$ cat config.mk
export PLATFORM = sky130hd
export DESIGN_NAME = completion_buffer
export DESIGN_NICKNAME = d
export VERILOG_FILES = /design/src/rtl/completion_buffer.sv
export SDC_FILE = /design/constraint.sdc
export NUM_CORES = 1
export LEC_CHECK = 0
export ABC_CLOCK_PERIOD_IN_PS = 8600
export BUFFER_PORTS_ARGS = -buffer_cell sky130_fd_sc_hd__buf_2
export CAP_MARGIN = 40
export CORE_MARGIN = 2
export CORE_UTILIZATION = 45
export CTS_CLUSTER_SIZE = 12
export DETAILED_ROUTE_END_ITERATION = 10
export SLEW_MARGIN = 10
export SYNTH_ARGS = -nofsm -noshare
export SYNTH_HDL_FRONTEND = slang
export SYNTH_SLANG_ARGS = --single-unit
$ cat constraint.sdc
create_clock -name clk -period 8.6 [get_ports clk]
set_input_delay 0.86 -clock clk [delete_from_list [all_inputs] [get_ports clk]]
set_output_delay 0.86 -clock clk [all_outputs]
set_load 0.01 [all_outputs]
$ cat src/rtl/completion_buffer.sv
// In-order completion buffer: allocates 2/cycle at tail, marks done by tag, retires 2/cycle from head into ARF updates.
// Retire/update outputs are combinational from state; a finish at edge k can update in cycle k->k+1; a dropped allocation raises alloc_err for one cycle.
module completion_buffer #(
    parameter int DEPTH = 8,
    parameter int TAG_W = 3
) (
    input  logic             clk,
    input  logic             rst,
    input  logic             flush,
    input  logic             alloc_en_A,
    input  logic             alloc_en_B,
    input  logic             alloc_wr_A,
    input  logic             alloc_wr_B,
    input  logic [4:0]       alloc_rd_A,
    input  logic [4:0]       alloc_rd_B,
    output logic [TAG_W-1:0] alloc_tag_A,
    output logic [TAG_W-1:0] alloc_tag_B,
    output logic             alloc_ready_A,
    output logic             alloc_ready_B,
    output logic             alloc_err,
    input  logic             fin_en_A,
    input  logic             fin_en_B,
    input  logic [TAG_W-1:0] fin_tag_A,
    input  logic [TAG_W-1:0] fin_tag_B,
    output logic             retire_A,
    output logic             retire_B,
    output logic             update_en_A,
    output logic             update_en_B,
    output logic [4:0]       update_addr_A,
    output logic [4:0]       update_addr_B,
    output logic [TAG_W:0]   count
);

    localparam logic [TAG_W:0] DEPTH_CNT = (TAG_W+1)'(DEPTH);

    logic [DEPTH-1:0] validQ;
    logic [DEPTH-1:0] doneQ;
    logic [DEPTH-1:0] wrQ;
    logic [4:0]       rdQ [DEPTH];
    logic [TAG_W-1:0] head;
    logic [TAG_W-1:0] tail;
    logic [TAG_W-1:0] headP1;
    logic [TAG_W-1:0] tagB;
    logic [TAG_W:0]   countQ;
    logic [TAG_W:0]   freeSlots;
    logic [TAG_W:0]   reqCnt;
    logic [TAG_W:0]   grantCnt;
    logic [TAG_W:0]   retCnt;
    logic             grant;
    logic             drop;
    logic             allocErrQ;

    assign headP1 = head + TAG_W'(1);
    assign tagB   = alloc_en_A ? tail + TAG_W'(1) : tail;

    // Free space is judged on the current count, before this cycle's retire.
    assign reqCnt    = (TAG_W+1)'(alloc_en_A) + (TAG_W+1)'(alloc_en_B);
    assign freeSlots = DEPTH_CNT - countQ;
    assign grant     = !flush && (reqCnt != '0) && (freeSlots >= reqCnt);
    assign drop      = !flush && (reqCnt != '0) && !grant;
    assign grantCnt  = grant ? reqCnt : '0;

    assign retire_A = !flush && validQ[head] && doneQ[head];
    assign retire_B = retire_A && validQ[headP1] && doneQ[headP1];
    assign retCnt   = (TAG_W+1)'(retire_A) + (TAG_W+1)'(retire_B);

    assign update_en_A   = retire_A && wrQ[head];
    assign update_en_B   = retire_B && wrQ[headP1];
    assign update_addr_A = retire_A ? rdQ[head] : 5'd0;
    assign update_addr_B = retire_B ? rdQ[headP1] : 5'd0;

    assign alloc_tag_A   = tail;
    assign alloc_tag_B   = tagB;
    assign alloc_ready_A = !flush && (countQ < DEPTH_CNT);
    assign alloc_ready_B = !flush && (countQ <= DEPTH_CNT - (TAG_W+1)'(2));
    assign alloc_err     = allocErrQ;
    assign count         = countQ;

    always_ff @(posedge clk) begin
        if (rst || flush) begin
            validQ    <= '0;
            doneQ     <= '0;
            head      <= '0;
            tail      <= '0;
            countQ    <= '0;
            allocErrQ <= 1'b0;
        end else begin
            allocErrQ <= drop;
            countQ    <= countQ + grantCnt - retCnt;
            head      <= head + retCnt[TAG_W-1:0];

            if (fin_en_A && validQ[fin_tag_A]) doneQ[fin_tag_A] <= 1'b1;
            if (fin_en_B && validQ[fin_tag_B]) doneQ[fin_tag_B] <= 1'b1;

            // Later assignments win: a retiring entry is cleared even if finished again.
            if (retire_A) begin
                validQ[head] <= 1'b0;
                doneQ[head]  <= 1'b0;
            end
            if (retire_B) begin
                validQ[headP1] <= 1'b0;
                doneQ[headP1]  <= 1'b0;
            end

            if (grant) begin
                tail <= tail + grantCnt[TAG_W-1:0];
                if (alloc_en_A) begin
                    validQ[tail] <= 1'b1;
                    doneQ[tail]  <= 1'b0;
                    wrQ[tail]    <= alloc_wr_A;
                    rdQ[tail]    <= alloc_rd_A;
                end
                if (alloc_en_B) begin
                    validQ[tagB] <= 1'b1;
                    doneQ[tagB]  <= 1'b0;
                    wrQ[tagB]    <= alloc_wr_B;
                    rdQ[tagB]    <= alloc_rd_B;
                end
            end
        end
    end

endmodule

After elaboration in Yosys (flattened, before gate mapping)
Memories as Yosys holds them, arrays and structs flattened. A register that Yosys moved wholly into a read port is not among the register bits.
Cells that the tools add are included.
{"block": "word_totals", "ff_bits": 35, "mem_bits_rw": 40, "in_bits": 25, "out_inout_bits": 27, "elab_cells": 140, "n_memories": 1}
{"block": "classes", "addsub": 9, "magnitude_cmp": 15, "mux": 69, "n_bitwise": 15, "n_reduce_logical": 24}
{"memory": "rdQ", "depth": 8, "width": 5, "read_ports": 2, "rd_clocked_by_memory_dff": 1, "write_ports": 2, "line": "39", "rtl": "logic [4:0] rdQ [DEPTH];"}
{"operator": "8-bit two-way mux", "n": 26}
{"operator": "8-bit AND", "n": 6}
{"operator": "8-bit NOT", "n": 4}
{"operator": "8-bit OR", "n": 4}
{"operator": "1-bit binary-select mux with 3-bit select", "n": 8}
{"operator": "3-bit by 4-bit < comparator with 1-bit output (second input constant)", "n": 6}
{"operator": "1-bit two-way mux", "n": 22}
{"operator": "1-bit logical AND", "n": 19}
{"operator": "1-bit demux with 3-bit select", "n": 6}
{"operator": "3-bit by 1-bit >= comparator with 1-bit output (second input constant)", "n": 6}
{"operator": "8-bit bitwise mux", "n": 2}
{"operator": "5-bit two-way mux", "n": 2}
{"operator": "3-bit by 1-bit adder with 3-bit output (second input constant)", "n": 2}
{"operator": "3-bit by 2-bit adder with 3-bit output", "n": 2}
{"operator": "3-bit two-way mux", "n": 2}
{"operator": "1-bit by 1-bit adder with 2-bit output", "n": 2}
{"operator": "4-bit by 2-bit adder with 4-bit output", "n": 1}
{"operator": "4-bit by 2-bit >= comparator with 1-bit output", "n": 1}
{"operator": "4-bit by 3-bit less-or-equal comparator with 1-bit output (second input constant)", "n": 1}
{"operator": "4-bit < comparator (second input constant)", "n": 1}
{"operator": "4-bit nonzero test", "n": 1}
{"operator": "4-bit by 2-bit subtractor with 4-bit output", "n": 1}
{"operator": "4-bit subtractor (first input constant)", "n": 1}
{"operator": "1-bit logical NOT", "n": 2}
{"operator": "other kinds (4)", "n": 4}

Longest topological paths before layout
Gate-level depths: netlist (run 1).
{"block": "depth", "depth_word": 23, "mapped_depth": 17, "mapped_depth_nobuf": 15}

Worst setup path after synthesis (run 1)
No wires, ideal clock.
{"block": "synth_timing", "path_kind": "in2reg", "startpoint": "in alloc_en_A", "endpoint": "reg countQ[3], in the netlist count[3]", "setup_ns": 0.130, "t_arrival_ns": 4.012, "slack_ns": 4.458, "cell_stages": 16, "n_path_buf": 3, "path_cell_list": "buf_2 buf_2 inv_1 ha_1 ha_1 nand2b_1 a211o_1 o21ai_0 buf_2 nor2_1 fa_1 ha_1 a21o_1 a21oi_1 xor2_1 nor2_1"}
{"block": "synth_between", "elab_chain_len": 7, "word_cells_on_any_way": 8, "cone_classes": "add/sub: 3; order compare: 1; mux: 1; reduce/logical: 3"}
{"element": "start, declared", "line": "10", "rtl": "input logic alloc_en_A,"}
{"element": "1-bit by 1-bit adder with 2-bit output *", "line": "57", "rtl": "assign reqCnt = (TAG_W+1)'(alloc_en_A) + (TAG_W+1)'(alloc_en_B);"}
{"element": "parallel branches: the longest is 3 deep, another holds 4-bit by 2-bit >= comparator with 1-bit output"}
{"element": "2-bit two-way mux *", "line": "61", "rtl": "assign grantCnt = grant ? reqCnt : '0;"}
{"element": "4-bit by 2-bit adder with 4-bit output *", "line": "89", "rtl": "countQ <= countQ + grantCnt - retCnt;"}
{"element": "4-bit by 2-bit subtractor with 4-bit output *", "line": "89"}
{"element": "end signal, assigned", "line": "89"}
{"element": "end, declared", "line": "44", "rtl": "logic [TAG_W:0] countQ;"}
Mark *: on every way between the ends.
A chain may end at the register's enable or synchronous reset.

Worst setup path after layout (run 1)
{"block": "layout_timing", "startpoint": "reg head[0]", "endpoint": "reg countQ[3], in the netlist count[3]"}
{"block": "layout_between", "elab_chain_len": 8, "word_cells_on_any_way": 15, "cone_classes": "add/sub: 3; mux: 8; reduce/logical: 4"}
{"element": "start, declared", "line": "40", "rtl": "logic [TAG_W-1:0] head;"}
{"element": "start signal, assigned", "line": "90", "rtl": "head <= head + retCnt[TAG_W-1:0];"}
{"element": "parallel branches: the longest is 6 deep, another holds 3-bit by 1-bit adder with 3-bit output"}
{"element": "1-bit by 1-bit adder with 2-bit output *", "line": "65", "rtl": "assign retCnt = (TAG_W+1)'(retire_A) + (TAG_W+1)'(retire_B);"}
{"element": "4-bit by 2-bit subtractor with 4-bit output *", "line": "89"}
Mark *: on every way between the ends. The select of a mux whose other input is x is not followed.

==> impl_metrics.csv, run 1 <==
group,metric,value,unit
die,ioPinCount,52,
die,rows,40,
sta,slew_headroom,39.4,%
sta,clock-skew-final,4.91,ps
drt,postRouteAntennaNets,0,
drt,routed_wl,15200,um
place,hpwl,10800,um
logic_synthesis,synth_top_flop_cell,"edfxtp_1",
critical_path,end_kind,"register",
pwr,p_leak,2.22,nW
pwr,p_seq_share,44.2,%
logic_synthesis,synthTopCellsByArea,"edfxtp_1, mux2_2, dfxtp_1, nor2_1, mux4_2",
min_path,min-delay-start,"validQ[5]$_SDFF_PP0_",
sta,max_freq,207,MHz
critical_path,r2r_cells,14,
pwr,p_switching,0.000236,W
grt,grt_start_max_net_pins,62,
min_path,holdPathEnd,"validQ[5]$_SDFF_PP0_",
grt,grt_pass1_wl,23800,um
die,die_w,114,um
cts,clockRootBuffer,"clkbuf_16",
critical_path,start_kind,"register",
cts,clk_latency,350,ps
sta,finalSetupViolCount,0,
drt,wl_met1,6990,um
logic_synthesis,netlist_area,5430,um2
die,core_area,11900,um2
pwr,p_clk_share,45.3,%
run,maxCapViolations,0,
logic_synthesis,ys_async_sr_fraction,0,%
sta,finalCritPeriodShare,56.2,%
final_layout,fin_cells,755,
cts,cts_buffers,9,
drt,wl_met3,788,um
logic_synthesis,ys_types,60,
sta,rsz0062_at_grt,"false",
die,start_util,45.6,%
final_layout,final_core_util,50.9,%
logic_synthesis,synth_top_area_share,26.5,%
logic_synthesis,synth_top_area_cell,"edfxtp_1",
place,placed_cells,739,
sta,fin_setup_tns,0,ps
logic_synthesis,synth_nets,616,
grt,grt_pass1_vias,4299,
final_layout,drive_gt1_share,25.3,%
pwr,p_comb_share,10.5,%
logic_synthesis,ys_seq_elements,75,
cts,cts.path.max_buffers,2,
cts,ctsHoldBuffers,0,
critical_path,crit_required,8830,ps
critical_path,rrSetupSlack,3760,ps
cts,cts_max_level,3,
critical_path,reg2reg_from,"head[0]$_SDFF_PP0_",
drt,firstDrtPassIters,6,
logic_synthesis,synth_warnings,0,
logic_synthesis,synth_area_per_cell,9.52,um2
cts,post-cts-setup-buffers,0,
logic_synthesis,syn_inst,570,
logic_synthesis,synth-edff-count,48,
run_status,outcome,"complete, no violations",
die,die_h,114,um
min_path,holdPathStages,2,
pwr,swShare,26.2,%
drt,drt-wirelength-per-cell,20.1,um
drt,drt_iter0_markers,624,
cts,clock-sinks,75,
sta,min_period,4840,ps
critical_path,arrival,5070,ps
logic_synthesis,synth-seq-area-share,36.5,%
pwr,power.internal,0.000662,W
cts,cts_tree,"done",
pwr,powerDensity,148,nW/um2
drt,wl_met2,7130,um
drt,top_layer,"met4",
sta,tightest_slew,906,ps
cts,post_cts_resized,0,
final_layout,antennaDiodeCount,0,
sta,hold_viol_final,0,
cts,clk_pin_slew,70,ps
sta,fin_hold_ws,529,ps
final_layout,final_net_count,649,
min_path,min_path_type,"register to register",
final_layout,syn_to_final_growth,11.7,%
critical_path,r2r_end,"count[3]$_SDFF_PP0_",
pwr,ir_worst_vdd,0.0980,mV
grt,grtUsageTotal,24.1,%
grt,grt_remaining_overflow,0,
place,portBuffers,51,
drt,via_per_inst,6.07,
place,gp_routability_congestion,0.873,
critical_path,path_class,"register to register",
drt,route.vias.total,4582,
drt,drc,0,
grt,antenna_found_initial,0,
sta,slew_viol_final,0,
critical_path,path_max_fanout,61,
die,die-area,13000,um2
==> area by class of cell <==
class | instances | area [um2]
Sequential cell | 75 | 1980
Multi-Input combinational cell | 434 | 3180
Timing Repair Buffer | 58 | 309
Fill cell | 1119 | 5850
Clock inverter | 7 | 92.6
Tap cell | 147 | 184
Inverter | 25 | 93.8
Clock buffer | 9 | 225
==> metal layers <==
| metal | track usage (%) | up-vias |
|---|---|---|
| li1 | - | 2189 |
| met1 | 33.3 | 2224 |
| met2 | 38.3 | 149 |
| met3 | 3.67 | 20 |
| met4 | 9.02 | 0 |
| met5 | 0 | - |
==> metrics by stage <==
step	area [um2]	power, W	setup WS, ps
after floorplan	5430	0.000465	4460
after global placement	5730	0.000493	3890
after detailed placement	5750	0.000497	3760
after CTS	6070	0.000898	3740
after global routing	6070	0.000924	3400
final	6070	0.000897	3760
==> placed cells by master (no fill, tap or decap), types with 17 or more instances in the layout <==
| cell | instances |
|---|---|
| edfxtp_1 | 48 |
| dfxtp_1 | 26 |
| nand2_1 | 34 |
| buf_2 | 52 |
| nor2_1 | 77 |
| a21oi_1 | 36 |
| mux2_2 | 52 |
| ha_1 | 17 |
| inv_1 | 23 |
| nor3_1 | 29 |
==> power by group through the flow <==
stage	combinational [W]	clock, W	sequential, W
after floorplan	0.0000634	0	0.000402
after global placement	0.0000886	0	0.000404
after detailed placement	0.0000923	0	0.000404
after CTS	0.0000930	0.000409	0.000397
after global routing	0.000104	0.000423	0.000397
final	0.0000938	0.000407	0.000397
==> worst max path at each step <==
stage	slack (ps)	cells after the start	from	endpoint
floorplan	4460	16	alloc_en_A	count[3]$_SDFF_PP0_
global placement	3890	14	alloc_en_A	count[3]$_SDFF_PP0_
detailed placement	3760	14	head[0]$_SDFF_PP0_	count[3]$_SDFF_PP0_
CTS	3740	14	head[0]$_SDFF_PP0_	count[3]$_SDFF_PP0_
global route	3400	14	head[0]$_SDFF_PP0_	count[3]$_SDFF_PP0_
finish	3760	14	head[0]$_SDFF_PP0_	count[3]$_SDFF_PP0_
==> registers in the layout, indices dropped and copies added, names as in the netlist <==
| signal | cells |
|---|---|
| alloc_err | 1 |
| doneQ | 8 |
| count | 4 |
| wrQ | 8 |
| validQ | 8 |
| alloc_tag_A | 3 |
| head | 3 |
| rdQ | 40 |
==> critical path, cell delays in order, from the launching register on <==
cell      delay, ps
dfxtp_2         310
buf_4           480
clkinv_1        640
and2_1          340
o211ai_2        740
nand2b_1        440
inv_1           110
ha_1            230
inv_1           100
fa_1            450
ha_1            310
a21o_1          180
a21oi_1         160
xor2_1          150
nor2_1           50
==> kinds of logic after synthesis <==
family / share of synthesized area [%]
adders and majority gates: 5.39
muxes: 17.7
DFF: 36.5
and+or+nand+nor: 18.2
xor gates and xnor gates: 1.91
buffers and inverters: 4.95
AOI/OAI and AO/OA: 15.3
==> cells in the mapped netlist (3+ instances only) <==
| cell | n |
|---|---|
| nand3_1 | 6 |
| a31oi_1 | 9 |
| a2111oi_0 | 3 |
| nor2b_1 | 3 |
| nand2b_1 | 15 |
| nor2_1 | 77 |
| fa_1 | 4 |
| mux2_2 | 52 |
| a21oi_1 | 36 |
| buf_6 | 3 |
| mux4_2 | 10 |
| o31ai_1 | 3 |
| o21a_1 | 13 |
| o32ai_1 | 3 |
| nor3b_1 | 5 |
| edfxtp_1 | 48 |
| clkbuf_1 | 17 |
| nor3_2 | 3 |
| xor2_1 | 5 |
| mux2i_1 | 15 |
| o21ai_0 | 12 |
| buf_2 | 14 |
| a2bb2oi_1 | 3 |
| ha_1 | 17 |
| inv_1 | 23 |
| nor4_2 | 5 |
| nor3_1 | 29 |
| a211oi_1 | 10 |
| or2_2 | 4 |
| and2_1 | 5 |
| xnor2_1 | 5 |
| o22ai_1 | 13 |
| nand2_1 | 34 |
| dfxtp_1 | 27 |
No activity file was read; power rests on OpenSTA's default activity.
==> inputs of run 2 (changes only) <==
ABC_CLOCK_PERIOD_IN_PS = 4400   (was 8600)
PLACE_DENSITY = 0.66   (was default)
clock period = 4.4 ns   (was 8.6 ns; I/O delays follow)
==> run 2 against run 1 <==
Against the previous run: hold slack got worse by 130 ps; first-iteration DRC count fell by 45%; highest routed layer unchanged; non-clock buffer count rose by 5; critical path type unchanged; flip-flop and latch count did not move; total power rose by 90%; die area did not move; cell area rose by 0.31%; sequential power rose by 95%; critical path depth did not move; largest cell class unchanged; clock skew rose by 1.2 ps; count of clock-buffer cells in the layout did not move.
==> impl_metrics.csv, run 2 (same netlist as run 1, synthesis figures left out) <==
group,metric,value,unit
grt,grt_pass1_vias,4401,
drt,routed_wl,15100,um
cts,clk_latency,360,ps
final_layout,final_common_cell,"nor2_1",
die,die_h,114,um
grt,met2_usage,39.0,%
critical_path,reg2reg_from,"head[1]$_SDFF_PP0_",
cts,clockRootBuffer,"clkbuf_16",
sta,slew_headroom,41.2,%
sta,fin_setup_tns,0,ps
pwr,ir_worst_vdd,0.237,mV
critical_path,rrSetupSlack,620,ps
critical_path,timing.critical_path.to,"count[3]$_SDFF_PP0_",
pwr,p_switching,0.000428,W
sta,clock-skew-final,6.10,ps
die,die_w,114,um
sta,finalSetupViolCount,0,
drt,route.vias.total,4563,
critical_path,r2r_end,"count[3]$_SDFF_PP0_",
critical_path,path_max_fanout,22,
final_layout,fin_cells,760,
die,die-area,13000,um2
drt,drc,0,
place,hpwl,10700,um
sta,max_freq,265,MHz
cts,post-cts-setup-buffers,0,
grt,grt_start_max_net_pins,40,
final_layout,top_register,"rdQ",
run,maxCapViolations,0,
final_layout,syn_to_final_growth,12.1,%
cts,cts.path.max_buffers,2,
critical_path,critPathMaxStageDelay,450,ps
critical_path,crit_required,4630,ps
place,gp_routability_congestion,0.848,
sta,slew_viol_final,0,
drt,postRouteAntennaNets,0,
final_layout,final_cell_mix,"nor2_1, mux2_2, buf_2",
cts,ctsHoldBuffers,0,
die,ioPinCount,52,
die,core_area,11900,um2
grt,grt_util_met3,5.05,%
grt,grt_pass1_wl,23400,um
pwr,p_clk_share,44.1,%
grt,antenna_found_initial,0,
final_layout,antennaDiodeCount,0,
sta,tightest_slew,878,ps
drt,firstDrtPassIters,5,
cts,post_cts_resized,0,
drt,drt_iter0_markers,346,
place,portBuffers,51,
final_layout,largest_reg_flops,40,
sta,hold_viol_final,0,
critical_path,crit_start,"head[1]$_SDFF_PP0_",
cts,cts_tree,"done",
critical_path,end_kind,"register",
pwr,p_seq_share,45.3,%
pwr,p_comb_share,10.5,%
critical_path,path_class,"register to register",
sta,min_period,3780,ps
final_layout,multi_input_area,3180,um2
critical_path,crit_chain,"buf_4 -> mux4_2 -> mux2_2 -> o211ai_2 -> buf_4 -> inv_1 -> ha_1 -> inv_1 -> fa_1 -> ha_1 -> a21o_1 -> a21oi_1 -> xor2_1 -> nor2_1",
place,placed_cells,744,
cts,clk_pin_slew,60,ps
critical_path,start_kind,"register",
grt,grt_use_met1,30.4,%
pwr,p_leak,2.24,nW
final_layout,regArea,1980,um2
pwr,power.internal,0.00128,W
die,start_util,45.6,%
pwr,swShare,25.0,%
sta,rsz0062_at_grt,"false",
grt,grt_remaining_overflow,0,
grt,top_usage_layer,"met2",
critical_path,arrival,4000,ps
run_status,outcome,"complete, no violations",
critical_path,slowest_stage,"dfxtp_1",
drt,via_per_inst,6.00,
final_layout,final_net_count,654,
cts,cts_max_level,3,
grt,grtUsageTotal,23.9,%
sta,finalCritPeriodShare,85.8,%
min_path,min_path_type,"primary input to register",
final_layout,drive_gt1_share,25.9,%
pwr,powerDensity,281,nW/um2
cts,clock-sinks,75,
cts,cts_buffers,9,
die,rows,40,
critical_path,r2r_cells,14,
final_layout,fill_cells,1101,
drt,drt-wirelength-per-cell,19.8,um
-- run 2: how the worst min path moves through the flow --
stage	start	end	slack (ps)	cells after the start
CTS	rst	alloc_err$_SDFF_PP0_	390	3
finish	rst	alloc_err$_SDFF_PP0_	400	3
detailed placement	validQ[3]$_SDFF_PP0_	validQ[3]$_SDFF_PP0_	540	1
global placement	validQ[5]$_SDFF_PP0_	validQ[5]$_SDFF_PP0_	520	2
floorplan	validQ[5]$_SDFF_PP0_	validQ[5]$_SDFF_PP0_	480	2
global route	rst	alloc_err$_SDFF_PP0_	410	3
-- run 2: final cells by class --
type	instances	area share [%]
multi-input cells	434	52.2
flip-flops and latches	75	32.6
repair buffers	63	5.68
clock buffers	9	3.70
well taps	147	3.02
inverters	25	1.54
clock inverters	7	1.23
-- run 2: layer usage --
| layer | up-vias | wire length [um] |
|---|---|---|
| met2 | 144 | 7190 |
| met4 | 0 | 585 |
| met1 | 2197 | 6550 |
| met3 | 36 | 749 |
| met5 | - | 0 |
| li1 | 2186 | - |
-- run 2: power by group through the flow --
stage | registers (W) | clock network [W] | logic [W]
after floorplan | 0.000785 | 0 | 0.000124
after detailed placement | 0.000790 | 0 | 0.000178
after global routing | 0.000776 | 0.000793 | 0.000201
after CTS | 0.000774 | 0.000768 | 0.000179
after global placement | 0.000789 | 0 | 0.000174
final | 0.000775 | 0.000754 | 0.000180
-- run 2: stage by stage --
step	instance area (um2)	utilization, %	setup slack [ps]	hold slack (ps)	power, W
after floorplan	5430	-	678	478	0.000909
after global placement	5780	48.6	787	516	0.000963
after detailed placement	5780	48.6	701	545	0.000968
after CTS	6080	51.1	688	393	0.00172
after global routing	6080	51.1	473	411	0.00177
final	6080	51.1	624	395	0.00171
-- run 2: critical path, delay by kind of cell, from the launching register on --
kind | cells | cell delay, ps
flops | 1 | 450
buf+inv | 4 | 860
fa+ha+maj | 3 | 1030
mux | 2 | 630
simple gates | 1 | 50
compound gates | 3 | 460
xor+xnor | 1 | 170
==> inputs of run 3 (changes only) <==
ABC_AREA = 1   (was default)
==> run 3 against run 2 <==
Against the previous run: utilization shrank 0.23 points; wire length grew 8.1%; cell count grew 29%; hold slack gained 92 ps; sequential share of layout area is essentially flat; maximum frequency grew 2.3%; combinational power shrank 12%; via count grew 20%; largest cell class unchanged; highest routed layer unchanged.
==> impl_metrics.csv, run 3 <==
group,metric,value,unit
critical_path,r2r_cells,20,
die,start_util,46.0,%
sta,clock-skew-final,7.82,ps
logic_synthesis,synth_top_family_by_area,"simple AND/OR/NAND/NOR gates",
grt,grtUsageTotal,25.6,%
drt,postRouteAntennaNets,0,
run,maxCapViolations,0,
sta,setup_ws,709,ps
grt,antenna_found_initial,0,
final_layout,fin_cells,983,
cts,clk_pin_slew,60,ps
sta,max_freq,271,MHz
place,postPlaceCellArea,5810,um2
logic_synthesis,ys_seq_elements,75,
critical_path,timing.critical_path.to,"count[3]$_SDFF_PP0_",
cts,post_cts_resized,0,
die,core_area,12000,um2
cts,clock-sinks,75,
final_layout,final_cell_mix,"nand2_1, nor2_1, inv_1",
logic_synthesis,synthAdderAreaFrac,5.33,%
logic_synthesis,synth-edff-count,48,
critical_path,path_delay_family,"simple AND/OR/NAND/NOR gates",
cts,clockRootBuffer,"clkbuf_16",
pwr,powerDensity,265,nW/um2
logic_synthesis,synthSimpleGateAreaFrac,34.4,%
critical_path,end_kind,"register",
place,place_ws,811,ps
critical_path,reg2reg_from,"head[0]$_SDFF_PP0_",
final_layout,antennaDiodeCount,0,
critical_path,slowest_stage,"fa_1",
logic_synthesis,synth_area_per_cell,6.94,um2
die,rows,40,
sta,slew_headroom,52.4,%
final_layout,regArea,1980,um2
drt,drt-wirelength-per-cell,16.6,um
critical_path,crit_chain,"buf_4 -> nand2_1 -> nand3_1 -> nand2_1 -> inv_1 -> nand2_2 -> nor2_4 -> nand2_4 -> inv_2 -> nand2_2 -> inv_2 -> ha_1 -> inv_1 -> fa_1 -> ha_1 -> a21oi_1 -> nor2_1 -> nor2_1 -> o21ai_0 -> a21oi_1",
logic_synthesis,synth_top_flop_cell,"edfxtp_1",
min_path,min_path_type,"primary input to register",
pwr,ir_worst_vdd,0.235,mV
cts,ctsHoldBuffers,0,
cts,cts_buffers,9,
logic_synthesis,ys_async_sr_fraction,0,%
logic_synthesis,ys_top_cells_by_count,"nand2_1, nor2_1, inv_1",
drt,drc,0,
cts,post-cts-setup-buffers,0,
sta,rsz0062_at_grt,"false",
grt,grt_pass1_wl,26000,um
sta,fin_setup_tns,0,ps
drt,route.vias.total,5461,
final_layout,syn_to_final_growth,10.7,%
final_layout,final_common_cell,"nand2_1",
logic_synthesis,synth_compound_area_share,14.2,%
logic_synthesis,ys_types,45,
die,die_w,115,um
grt,grt_pass1_vias,5025,
final_layout,fill_cells,1171,
critical_path,crit_required,4680,ps
drt,drt_iter0_markers,553,
logic_synthesis,synth_warnings,0,
place,gp_routability_congestion,0.961,
logic_synthesis,synth_most_common_cell,"nand2_1",
critical_path,path_max_fanout,26,
logic_synthesis,syn_inst,792,
sta,min_period,3690,ps
drt,via_per_inst,5.56,
logic_synthesis,synth_xor_area_share,0.478,%
run_status,outcome,"complete, no violations",
final_layout,design_area,6080,um2
logic_synthesis,synth_nets,838,
cts,cts_tree,"done",
sta,hold_viol_final,0,
critical_path,start_kind,"register",
die,die-area,13100,um2
critical_path,rrSetupSlack,710,ps
cts,clk_latency,340,ps
sta,fin_hold_ws,487,ps
sta,tightest_slew,713,ps
critical_path,arrival,3970,ps
critical_path,path_buf_inv,5,
final_layout,top_register,"rdQ",
logic_synthesis,muxShareOfSynthArea,0.182,%
drt,routed_wl,16300,um
critical_path,critPathMaxStageDelay,480,ps
final_layout,largest_reg_flops,40,
pwr,p_leak,2.66,nW
final_layout,final_net_count,878,
grt,grt_remaining_overflow,0,
grt,grt_start_max_net_pins,27,
critical_path,crit_start,"head[0]$_SDFF_PP0_",
final_layout,multi_input_area,3000,um2
critical_path,path_class,"register to register",
die,die_h,115,um
place,placed_cells,968,
logic_synthesis,synthTopCellsByArea,"edfxtp_1, nand2_1, dfxtp_1, nor2_1, inv_1",
place,portBuffers,51,
drt,firstDrtPassIters,7,
critical_path,cp.depth,20,
place,hpwl,12600,um
logic_synthesis,synth-seq-area-share,36.1,%
sta,finalCritPeriodShare,83.9,%
critical_path,r2r_end,"count[3]$_SDFF_PP0_",
cts,cts_max_level,3,
sta,finalSetupViolCount,0,
logic_synthesis,netlist_area,5500,um2
sta,slew_viol_final,0,
cts,cts.path.max_buffers,2,
final_layout,drive_gt1_share,13.3,%
logic_synthesis,synth_top_area_share,26.2,%
logic_synthesis,synth_top_area_cell,"edfxtp_1",
die,ioPinCount,52,
## run 3: cell type report
type,count,share of cell area (%)
well taps,147,3.02
repair buffers,53,4.44
clock buffers,9,3.70
multi-input cells,593,49.4
flip-flops and latches,75,32.6
inverters,100,6.17
clock inverters,6,0.699
## run 3: logic make-up (layout without fill, tap and decap cells)
group | count (synthesis) | after routing
fa+ha+maj | 21 | 21
mux | 1 | 1
buf+inv | 124 | 168
xor+xnor | 3 | 3
simple gates | 429 | 429
flops | 75 | 75
compound gates | 139 | 139
## run 3: worst min-delay path by stage
stage	cells after the start	startpoint	endpoint
3_3_place_gp	2	doneQ[2]$_SDFF_PP0_	doneQ[2]$_SDFF_PP0_
2_1_floorplan	2	doneQ[2]$_SDFF_PP0_	doneQ[2]$_SDFF_PP0_
4_1_cts	3	alloc_rd_B[4]	rdQ[3][4]$_DFFE_PP_
6_report	3	alloc_rd_B[4]	rdQ[3][4]$_DFFE_PP_
5_1_grt	3	alloc_rd_B[4]	rdQ[7][4]$_DFFE_PP_
3_5_place_dp	2	doneQ[2]$_SDFF_PP0_	doneQ[2]$_SDFF_PP0_
## run 3: where the power goes
| part | switching [W] | leakage (nW) | total [W] | internal, W |
|---|---|---|---|---|
| Sequential | 0.00000922 | 0.651 | 0.000767 | 0.000757 |
| Clock | 0.000307 | 0.124 | 0.000686 | 0.000379 |
| Combinational | 0.000108 | 1.89 | 0.000158 | 0.0000498 |
## run 3: worst register-to-register path, delay by kind of cell (launching register included)
kind / cells / cell delay (ps)
DFF: 1 / 380
adders and majority gates: 3 / 1020
AOI/OAI and AO/OA: 3 / 380
and+or+nand+nor: 9 / 1120
buffers and inverters: 5 / 740
## run 3: per-stage QoR
step,util [%],power [W]
after floorplan,-,0.000888
after global placement,48.6,0.000932
after detailed placement,48.6,0.000937
after CTS,50.8,0.00161
after global routing,50.8,0.00166
final,50.8,0.00161
## run 3: metal layers
metal	global-route usage, %	vias up	share of wire [%]
met3	3.76	52	5.9
met1	34.4	2509	44
met2	41.6	216	46
li1	-	2684	-
met5	0	-	0
met4	9.84	0	3.4
